--- src/rtl/rvcpu_arb_pkg.sv ---
// Shared arbitration types and helpers for the rvcpu write-port arbiters.
package rvcpu_arb_pkg;

    typedef enum logic {
        ARB_IDLE  = 1'b0,
        ARB_OWNED = 1'b1
    } arb_state_t;

    localparam int RR_MAX_REQ = 32;

    typedef struct packed {
        logic       found;
        logic [4:0] idx;
    } rr_pick_t;

    // First set bit of valid[0:num_req-1], scanning from start and wrapping to 0.
    function automatic rr_pick_t rr_pick(input logic [RR_MAX_REQ-1:0] valid,
                                         input int num_req, input int start);
        rr_pick_t r;
        int       pos;
        r = '0;
        for (int k = num_req - 1; k >= 0; k--) begin
            pos = start + k;
            if (pos >= num_req) pos = pos - num_req;
            if (valid[5'(pos)]) begin
                r.found = 1'b1;
                r.idx   = 5'(pos);
            end
        end
        return r;
    endfunction

endpackage

--- src/rtl/rr_priority_pick.sv ---
// Round-robin find-first: rotate the request vector to start at i_start,
// pick the lowest set bit, and map the position back to a requester index.
module rr_priority_pick #(
    parameter int NUM_REQ = 4,
    parameter int SRC_W   = (NUM_REQ > 1) ? $clog2(NUM_REQ) : 1
) (
    input  logic [NUM_REQ-1:0] i_valid,
    input  logic [SRC_W-1:0]   i_start,
    output logic               o_found,
    output logic [SRC_W-1:0]   o_idx
);

    logic [NUM_REQ-1:0] w_rot;
    int                 w_pos;
    int                 w_first;

    always_comb begin
        w_rot   = '0;
        w_pos   = 0;
        w_first = 0;
        o_found = 1'b0;
        o_idx   = '0;
        for (int k = 0; k < NUM_REQ; k++) begin
            w_pos = int'(i_start) + k;
            if (w_pos >= NUM_REQ) w_pos = w_pos - NUM_REQ;
            w_rot[k] = i_valid[SRC_W'(w_pos)];
        end
        for (int k = NUM_REQ - 1; k >= 0; k--) begin
            if (w_rot[k]) begin
                o_found = 1'b1;
                w_first = k;
            end
        end
        // Un-rotate; i_start < NUM_REQ so one subtraction keeps the index in range.
        w_pos = int'(i_start) + w_first;
        if (w_pos >= NUM_REQ) w_pos = w_pos - NUM_REQ;
        o_idx = SRC_W'(w_pos);
    end

endmodule

--- src/rtl/queue_write_arbiter.sv ---
// Round-robin arbiter with burst locking in front of one queue write port.
// Grant, data mux and ready are combinational; only ownership state is registered.
module queue_write_arbiter
    import rvcpu_arb_pkg::*;
#(
    parameter  int DATA_SIZE = 32,
    parameter  int NUM_REQ   = 4,
    parameter  int MAX_BURST = 4,
    localparam int SRC_W     = (NUM_REQ > 1) ? $clog2(NUM_REQ) : 1,
    localparam int CNT_W     = $clog2(MAX_BURST + 1)
) (
    input  logic                         clk,
    input  logic                         rst_n,
    input  logic                         kill,
    input  logic [NUM_REQ-1:0]           req_valid,
    input  logic [NUM_REQ*DATA_SIZE-1:0] req_data,
    output logic [NUM_REQ-1:0]           req_ready,
    output logic                         q_wvalid,
    output logic [DATA_SIZE-1:0]         q_wdata,
    output logic [SRC_W-1:0]             q_wsrc,
    input  logic                         q_wready,
    output arb_state_t                   o_dbg_state,
    output logic [SRC_W-1:0]             o_dbg_owner,
    output logic [CNT_W-1:0]             o_dbg_cnt,
    output logic [SRC_W-1:0]             o_dbg_rr_ptr
);

    // Handshake: a beat moves when q_wvalid && q_wready; q_wvalid never looks at
    // q_wready, and only the granted requester sees q_wready on its req_ready bit.

    localparam logic [SRC_W-1:0] SRC_ONE = SRC_W'(1);
    localparam logic [CNT_W-1:0] CNT_ONE = CNT_W'(1);

    arb_state_t       r_st, w_st_nxt;
    logic [SRC_W-1:0] r_owner, w_owner_nxt;
    logic [SRC_W-1:0] r_rr_ptr, w_rr_nxt;
    logic [CNT_W-1:0] r_cnt, w_cnt_nxt;

    logic             w_owner_hold, w_owner_drop;
    logic [SRC_W-1:0] w_scan_start, w_pick_idx, w_win;
    logic             w_pick_found, w_found, w_active;
    logic [CNT_W-1:0] w_cnt_base;

    function automatic logic [SRC_W-1:0] inc_wrap(input logic [SRC_W-1:0] v);
        if (int'(v) >= NUM_REQ - 1) return '0;
        return v + SRC_ONE;
    endfunction

    assign w_owner_hold = (r_st == ARB_OWNED) &&  req_valid[r_owner];
    assign w_owner_drop = (r_st == ARB_OWNED) && !req_valid[r_owner];
    // A dropped owner releases the lock this cycle; the fresh scan starts just past it.
    assign w_scan_start = w_owner_drop ? inc_wrap(r_owner) : r_rr_ptr;

    rr_priority_pick #(
        .NUM_REQ (NUM_REQ),
        .SRC_W   (SRC_W)
    ) u_pick (
        .i_valid (req_valid),
        .i_start (w_scan_start),
        .o_found (w_pick_found),
        .o_idx   (w_pick_idx)
    );

    assign w_found    = w_owner_hold || w_pick_found;
    assign w_win      = w_owner_hold ? r_owner : w_pick_idx;
    assign w_cnt_base = w_owner_hold ? r_cnt : '0;
    assign w_active   = rst_n && !kill && w_found;

    assign q_wvalid = w_active;
    assign q_wsrc   = w_active ? w_win : '0;

    always_comb begin
        q_wdata   = '0;
        req_ready = '0;
        for (int i = 0; i < NUM_REQ; i++) begin
            if (w_active && (w_win == SRC_W'(i))) begin
                q_wdata      = req_data[i*DATA_SIZE +: DATA_SIZE];
                req_ready[i] = q_wready;
            end
        end
    end

    always_comb begin
        w_st_nxt    = r_st;
        w_owner_nxt = r_owner;
        w_cnt_nxt   = r_cnt;
        w_rr_nxt    = w_owner_drop ? inc_wrap(r_owner) : r_rr_ptr;
        if (kill) begin
            w_st_nxt  = ARB_IDLE;
            w_cnt_nxt = '0;
            w_rr_nxt  = r_rr_ptr;
        end else if (!w_found) begin
            w_st_nxt  = ARB_IDLE;
            w_cnt_nxt = '0;
        end else if (!q_wready) begin
            w_st_nxt    = ARB_OWNED;
            w_owner_nxt = w_win;
            w_cnt_nxt   = w_cnt_base;
        end else if (int'(w_cnt_base) + 1 < MAX_BURST) begin
            w_st_nxt    = ARB_OWNED;
            w_owner_nxt = w_win;
            w_cnt_nxt   = w_cnt_base + CNT_ONE;
        end else begin
            w_st_nxt  = ARB_IDLE;
            w_cnt_nxt = '0;
            w_rr_nxt  = inc_wrap(w_win);
        end
    end

    always_ff @(posedge clk or negedge rst_n) begin
        if (!rst_n) begin
            r_st     <= ARB_IDLE;
            r_owner  <= '0;
            r_cnt    <= '0;
            r_rr_ptr <= '0;
        end else begin
            r_st     <= w_st_nxt;
            r_owner  <= w_owner_nxt;
            r_cnt    <= w_cnt_nxt;
            r_rr_ptr <= w_rr_nxt;
        end
    end

    assign o_dbg_state  = r_st;
    assign o_dbg_owner  = r_owner;
    assign o_dbg_cnt    = r_cnt;
    assign o_dbg_rr_ptr = r_rr_ptr;

endmodule

--- config.mk ---
export PLATFORM = sky130hd
export DESIGN_NAME = queue_write_arbiter
export DESIGN_NICKNAME = d
export VERILOG_FILES = /design/src/rtl/rvcpu_arb_pkg.sv /design/src/rtl/rr_priority_pick.sv /design/src/rtl/queue_write_arbiter.sv
export SDC_FILE = /design/constraint.sdc
export NUM_CORES = 1
export LEC_CHECK = 0
export CAP_MARGIN = 20
export CORE_MARGIN = 2
export CORE_UTILIZATION = 31
export DETAILED_ROUTE_END_ITERATION = 8
export MAX_ROUTING_LAYER = met4
export PLACE_DENSITY = 0.95
export SLEW_MARGIN = 0
export SYNTH_ARGS = -nofsm -noshare
export SYNTH_HDL_FRONTEND = slang
export SYNTH_SLANG_ARGS = --single-unit
--- constraint.sdc ---
create_clock -name clk -period 5.9 [get_ports clk]
set_input_delay 0.885 -clock clk [delete_from_list [all_inputs] [get_ports clk]]
set_output_delay 0.885 -clock clk [all_outputs]
set_load 0.05 [all_outputs]
## After elaboration in Yosys (flattened, before gate mapping)

Index checks and enable logic that the tools add are counted.

- Add/subtract/negate cells: 13
- $lt $le $gt $ge: 13
- Equal/unequal tests: 4
- Mux-type cells: 62
- Bitwise logic cells: 1
- Reduce and logical (&&, ||, !) cells: 13

Operators with widths:

| cell | count |
|---|---|
| 32-bit 2-to-1 mux | 4 |
| 2-bit 2-to-1 mux | 21 |
| 1-bit 2-to-1 mux | 27 |
| 2-bit by 4-bit < comparator with 1-bit output, second input constant | 4 |
| 3-bit 2-to-1 mux | 5 |
| 3-bit greater-or-equal comparator, second input constant | 4 |
| 1-bit binary-select mux with 2-bit select | 5 |
| 2-bit by 1-bit subtractor with 2-bit output, second input constant | 5 |
| 1-bit logical AND | 8 |
| 2-bit by 2-bit adder with 3-bit output, second input constant | 2 |
| 2-bit by 1-bit adder with 2-bit output, second input constant | 2 |
| 3-bit by 1-bit adder with 4-bit output, second input constant | 1 |
| 2-bit equality test, second input constant | 2 |
| 2-bit greater-or-equal comparator, second input constant | 2 |
| 4-bit by 3-bit < comparator with 1-bit output, second input constant | 1 |
| 2-bit by 1-bit adder with 3-bit output, second input constant | 1 |
| 2-bit by 2-bit adder with 3-bit output | 1 |
| 3-bit by 1-bit adder with 3-bit output, second input constant | 1 |
| 2-bit by 3-bit greater-or-equal comparator with 1-bit output, second input constant | 1 |
| 2-bit by 3-bit < comparator with 1-bit output, second input constant | 1 |
| 3-bit AND reduction | 1 |
| 2-bit by 1-bit equality test with 1-bit output, second input constant | 1 |
| 1-bit zero test | 2 |
| 2-bit zero test | 1 |
| 3 further kinds | 3 |

- Register bits: 8
- Input port bits: 136
- Word-level logic and storage cells: 110

## Logic depth before layout (Yosys ltp)

- Word-level depth: 29
- Depth in mapped cells: 14
- Gate-level depth less buffers: 14

## Modules after synthesis

From an unflattened synthesis, not the netlist that was laid out.

- Cell total of the unflattened synthesis: 256
- Area, all modules: 1909.3 um^2

Modules (own cells, without submodules):

| module | times used | cells an instance | area each (um^2) | sequential area each (um^2) |
|---|---|---|---|---|
| queue_write_arbiter | 1 | 231 | 1742.9 | 200.2 |
| rr_priority_pick | 1 | 25 | 166.4 | 0.0 |

## Worst setup path after synthesis

Ideal clock, no wire load.

- Path type: input to output
- Start point: in req_valid[2]
- End point: out q_wdata[10]
- Arrival: 4.323 ns
- Data required time: 5.015 ns
- Slack: 0.692 ns
- Stages on the path: 13
- Buffers on the path: 3
- Cells stage by stage: buf_2 -> mux4_2 -> a31oi_1 -> a21oi_1 -> a221oi_1 -> nor2_1 -> inv_1 -> ha_1 -> and3_1 -> clkbuf_1 -> clkbuf_1 -> a221oi_1 -> o31ai_1

- Word-level cells in the longest chain between the ends: 25

RTL lines:

| element | RTL line | text |
|---|---|---|
| start: declaration | queue_write_arbiter.sv:15 | `input logic [NUM_REQ-1:0] req_valid,` |
| 1-bit binary-select mux with 2-bit select | queue_write_arbiter.sv:49, queue_write_arbiter.sv:50 |  |
| 1-bit 2-to-1 mux (implied by the code) | queue_write_arbiter.sv:49, queue_write_arbiter.sv:50 |  |
| 1-bit zero test | queue_write_arbiter.sv:50 | `assign w_owner_drop = (r_st == ARB_OWNED) && !req_valid[r_owner];` |
| 1-bit logical AND | queue_write_arbiter.sv:50 |  |
| 2-bit 2-to-1 mux | queue_write_arbiter.sv:52 | `assign w_scan_start = w_owner_drop ? inc_wrap(r_owner) : r_rr_ptr;` |
| 2-bit by 2-bit adder with 3-bit output | rr_priority_pick.sv:24 | `w_pos = int'(i_start) + k;` |
| 3-bit greater-or-equal comparator or 2-bit by 1-bit subtractor with 2-bit output (tied branches) | rr_priority_pick.sv:25 | `if (w_pos >= NUM_REQ) w_pos = w_pos - NUM_REQ;` |
| 2-bit 2-to-1 mux | rr_priority_pick.sv:25 |  |
| [8 not listed] | - |  |
| 3-bit greater-or-equal comparator or 2-bit by 1-bit subtractor with 2-bit output (tied branches) | rr_priority_pick.sv:36 | `if (w_pos >= NUM_REQ) w_pos = w_pos - NUM_REQ;` |
| 2-bit 2-to-1 mux | rr_priority_pick.sv:36 |  |
| 2-bit 2-to-1 mux (*) | queue_write_arbiter.sv:65 | `assign w_win = w_owner_hold ? r_owner : w_pick_idx;` |
| via w_win[0] | queue_write_arbiter.sv:40 | `logic [SRC_W-1:0] w_scan_start, w_pick_idx, w_win;` |
| 2-bit zero test | queue_write_arbiter.sv:76 | `if (w_active && (w_win == SRC_W'(i))) begin` |
| 1-bit logical AND | queue_write_arbiter.sv:76 |  |
| 32-bit 2-to-1 mux (3 in a row) | queue_write_arbiter.sv:76 |  |
| 32-bit 2-to-1 mux (*) | queue_write_arbiter.sv:76 |  |
| end: declaration | queue_write_arbiter.sv:19 | `output logic [DATA_SIZE-1:0] q_wdata,` |

The timed path passes the listed nets; every way through them passes the cells marked *. The select of a mux whose other input is x is not followed.

## Final worst setup path

- Start point: in req_valid[2]
- End point: out q_wdata[19]

The elaborated chain is that of the path after synthesis.

==> results.json <==
{
  "status": "completed",
  "drv_cap": 0,
  "diodes": 0,
  "drc": 0,
  "ys_top_cells_by_area": "a221oi_1, o31ai_1, dfrtp_1",
  "relSlewSlack_pct": 66.3,
  "grt_pass1_wl_um": 14500,
  "setup-tns-final_ns": 0,
  "crit_fanout": 22,
  "ys_ff_latch": 8,
  "p_sw_share_pct": 52.6,
  "cp-start-kind": "input pin",
  "rsz0062_at_grt": "no",
  "postRouteAntennaNets": 0,
  "ys.flop_type": "dfrtp_1",
  "multi_input_area_mm2": 0.00139,
  "num_rows": 27,
  "finalSetupViolCount": 0,
  "critPathCaptureType": "primary output",
  "arrival_ns": 4.72,
  "place_area_mm2": 0.00391,
  "final_nets": 566,
  "coreArea_mm2": 0.00544,
  "ys_types": 44,
  "ys_warn_count": 0,
  "critical_path_class": "in -> out",
  "grt_overflow": 0,
  "drive_above_1_share_pct": 13.0,
  "p_int_uw": 748,
  "p_sw_uw": 830,
  "dieArea_mm2": 0.00617,
  "yosys.area.top_type_share_pct": 16.8,
  "synth_area_per_cell_um2": 6.76,
  "cp_data_required_time_ns": 5.02,
  "period_share_pct": 95.1,
  "cts_tree": "done",
  "static-leakage-power_uw": 0.00156,
  "clk_pin_slew_worst_paths_ns": 0.04,
  "synthCells": 255,
  "antenna_found_initial": 0,
  "synth_edf_count": 0,
  "yosysMostFrequentCell": "nor2_1",
  "dpl_worst_slack_ns": 0.281,
  "wl_um": 9330,
  "fin_area_mm2": 0.00397,
  "hold-worst-slack_ns": 0.609,
  "clkSinkCount": 8,
  "ctsRootBufferMaster": "clkbuf_8",
  "cts_htree_levels": 1,
  "fp.dieH_um": 78.6,
  "numPortBuffers": 182,
  "final_util_pct": 73.0,
  "p_seq_share_pct": 6.6,
  "numCtsBuffers": 3,
  "worst_slack_ns": 0.290,
  "async_reset_ff_share_pct": 100,
  "clock_latency_ns": 0.23,
  "worstSetupStartpoint": "req_valid[2]",
  "clk_path_buf_depth": 2,
  "power_density_mw_per_mm2": 397,
  "pwr-share-clk_pct": 4.2,
  "synthesis.nets": 397,
  "vias": 2889,
  "dp_hpwl_um": 7390,
  "power_frac_comb_pct": 89.1,
  "wl_per_cell_um": 18.9,
  "syn_area_mm2": 0.00172,
  "r2r-start": "o_dbg_owner[0]",
  "syn_to_final_growth_pct": 130,
  "maxSlewViolCount": 0,
  "synth_common_cells": "nor2_1, nand2_1, a221oi_1",
  "die_w_um": 78.6,
  "min_from": "o_dbg_cnt[2]",
  "pin_count": 183,
  "ys_seq_area_share_pct": 11.6,
  "worstMarginPinSlew_ns": 0.504,
  "synth_top_cell_by_area": "a221oi_1",
  "drt_iter0_drc": 145,
  "min_path_type": "reg -> reg",
  "ir_drop_uv": 307,
  "skew_ns": 0.00425,
  "start_util_pct": 31.7,
  "timing.final.crit_period_ns": 5.61,
  "grt_pass1_vias": 2892,
  "viasPerCell": 5.85,
  "finalHoldViolCount": 0,
  "nFillCells": 373,
  "drt_first_pass_iters": 5,
  "place.gp.congestion": 1.01,
  "max_freq_ghz": 0.178,
  "grt_util_all_layers_pct": 29.9,
  "area.sequential_um2": 200,
  "grt_max_degree": 49
}
## final cells by class
type,instances,share of cell area [%]
clock buffer,3,1.04
inverter,8,0.756
multi-input combinational,214,35.0
sequential,8,5.04
tap,72,2.27
timing repair buffer,189,55.9
## routing by layer
metal,global-route usage (%),vias to the layer above,wire length [um]
li1,-,1308,-
met1,34.1,1354,3330
met2,53.2,187,4830
met3,4.02,40,792
met4,11.2,0,374
met5,-,-,0
## stage by stage
stage | instances | power [uW]
floorplan | 255 | 851
global placement | 489 | 1460
detailed placement | 489 | 1500
CTS | 492 | 1570
global route | 494 | 1650
finish | 494 | 1580
## sequential cells by signal (all words and copies together) (netlist names)
name / cells
o_dbg_state: 1
o_dbg_cnt: 3
o_dbg_rr_ptr: 2
o_dbg_owner: 2
## worst max-delay path, stage by stage
cell and delay (ns):
clkdlybuf4s50_1 0.56, mux4_2 0.59, a31oi_1 0.20, a21oi_1 0.10, a221oi_1 0.32, nor2_1 0.18, inv_1 0.14, ha_1 0.30
and3_1 0.50, buf_12 0.23, a221oi_1 0.11, o31ai_1 0.42, buf_12 0.20
## cell families after synthesis
| kind of cell | after synthesis | share of synthesized area (%) |
|---|---|---|
| AND/OR/NAND/NOR | 109 | 28.5 |
| AO/OA/AOI/OAI | 90 | 41.0 |
| buffers and inverters | 33 | 8.27 |
| multiplexers | 9 | 6.24 |
| flip-flops | 8 | 11.6 |
| adder cells (fa/ha/maj) | 6 | 4.35 |
## path summary, 6_finish.rpt
path / to / slack, ns / cells after the start
min in group asynchronous: o_dbg_owner[1] / 0.97 / 1
max reg2reg: o_dbg_rr_ptr[0] / 2.99 / 10
min: o_dbg_cnt[2] / 0.61 / 2
max in group asynchronous: o_dbg_rr_ptr[1] / 4.62 / 1
max: q_wdata[19] / 0.29 / 13
min reg2reg: o_dbg_cnt[2] / 0.61 / 2
## power groups by stage
stage	logic [uW]	clock network (uW)	registers, uW
CTS	1400	67.5	103
global route	1480	71.3	106
global placement	1360	0	101
finish	1410	66.9	104
detailed placement	1390	0	102
floorplan	712	0	139
## layout by cell type, fill, tap and decap left out, drive strengths merged, types with 2 or more instances in the layout
| cell | netlist | layout |
|---|---|---|
| a21boi | 2 | 2 |
| a21oi | 6 | 6 |
| a221oi | 33 | 33 |
| a31oi | 4 | 4 |
| and2 | 5 | 5 |
| and3 | 6 | 6 |
| and3b | 2 | 2 |
| buf | 10 | 40 |
| clkbuf | 15 | 3 |
| clkdlybuf4s50 | 0 | 148 |
| dfrtp | 8 | 8 |
| ha | 6 | 6 |
| inv | 8 | 8 |
| mux2i | 7 | 7 |
| nand2 | 42 | 42 |
| nor2 | 42 | 42 |
| nor2b | 2 | 2 |
| nor3 | 3 | 3 |
| o21ai | 4 | 4 |
| o22ai | 2 | 2 |
| o31ai | 32 | 32 |
## timing repair
| action | in CTS | in global routing |
|---|---|---|
| hold buffers | 0 | 0 |
| gates resized for setup | 0 | 1 |
| setup endpoints to repair | 0 | 5 |
| buffers inserted | 0 | 2 |
Note: power is estimated with default switching activity, not from simulation.
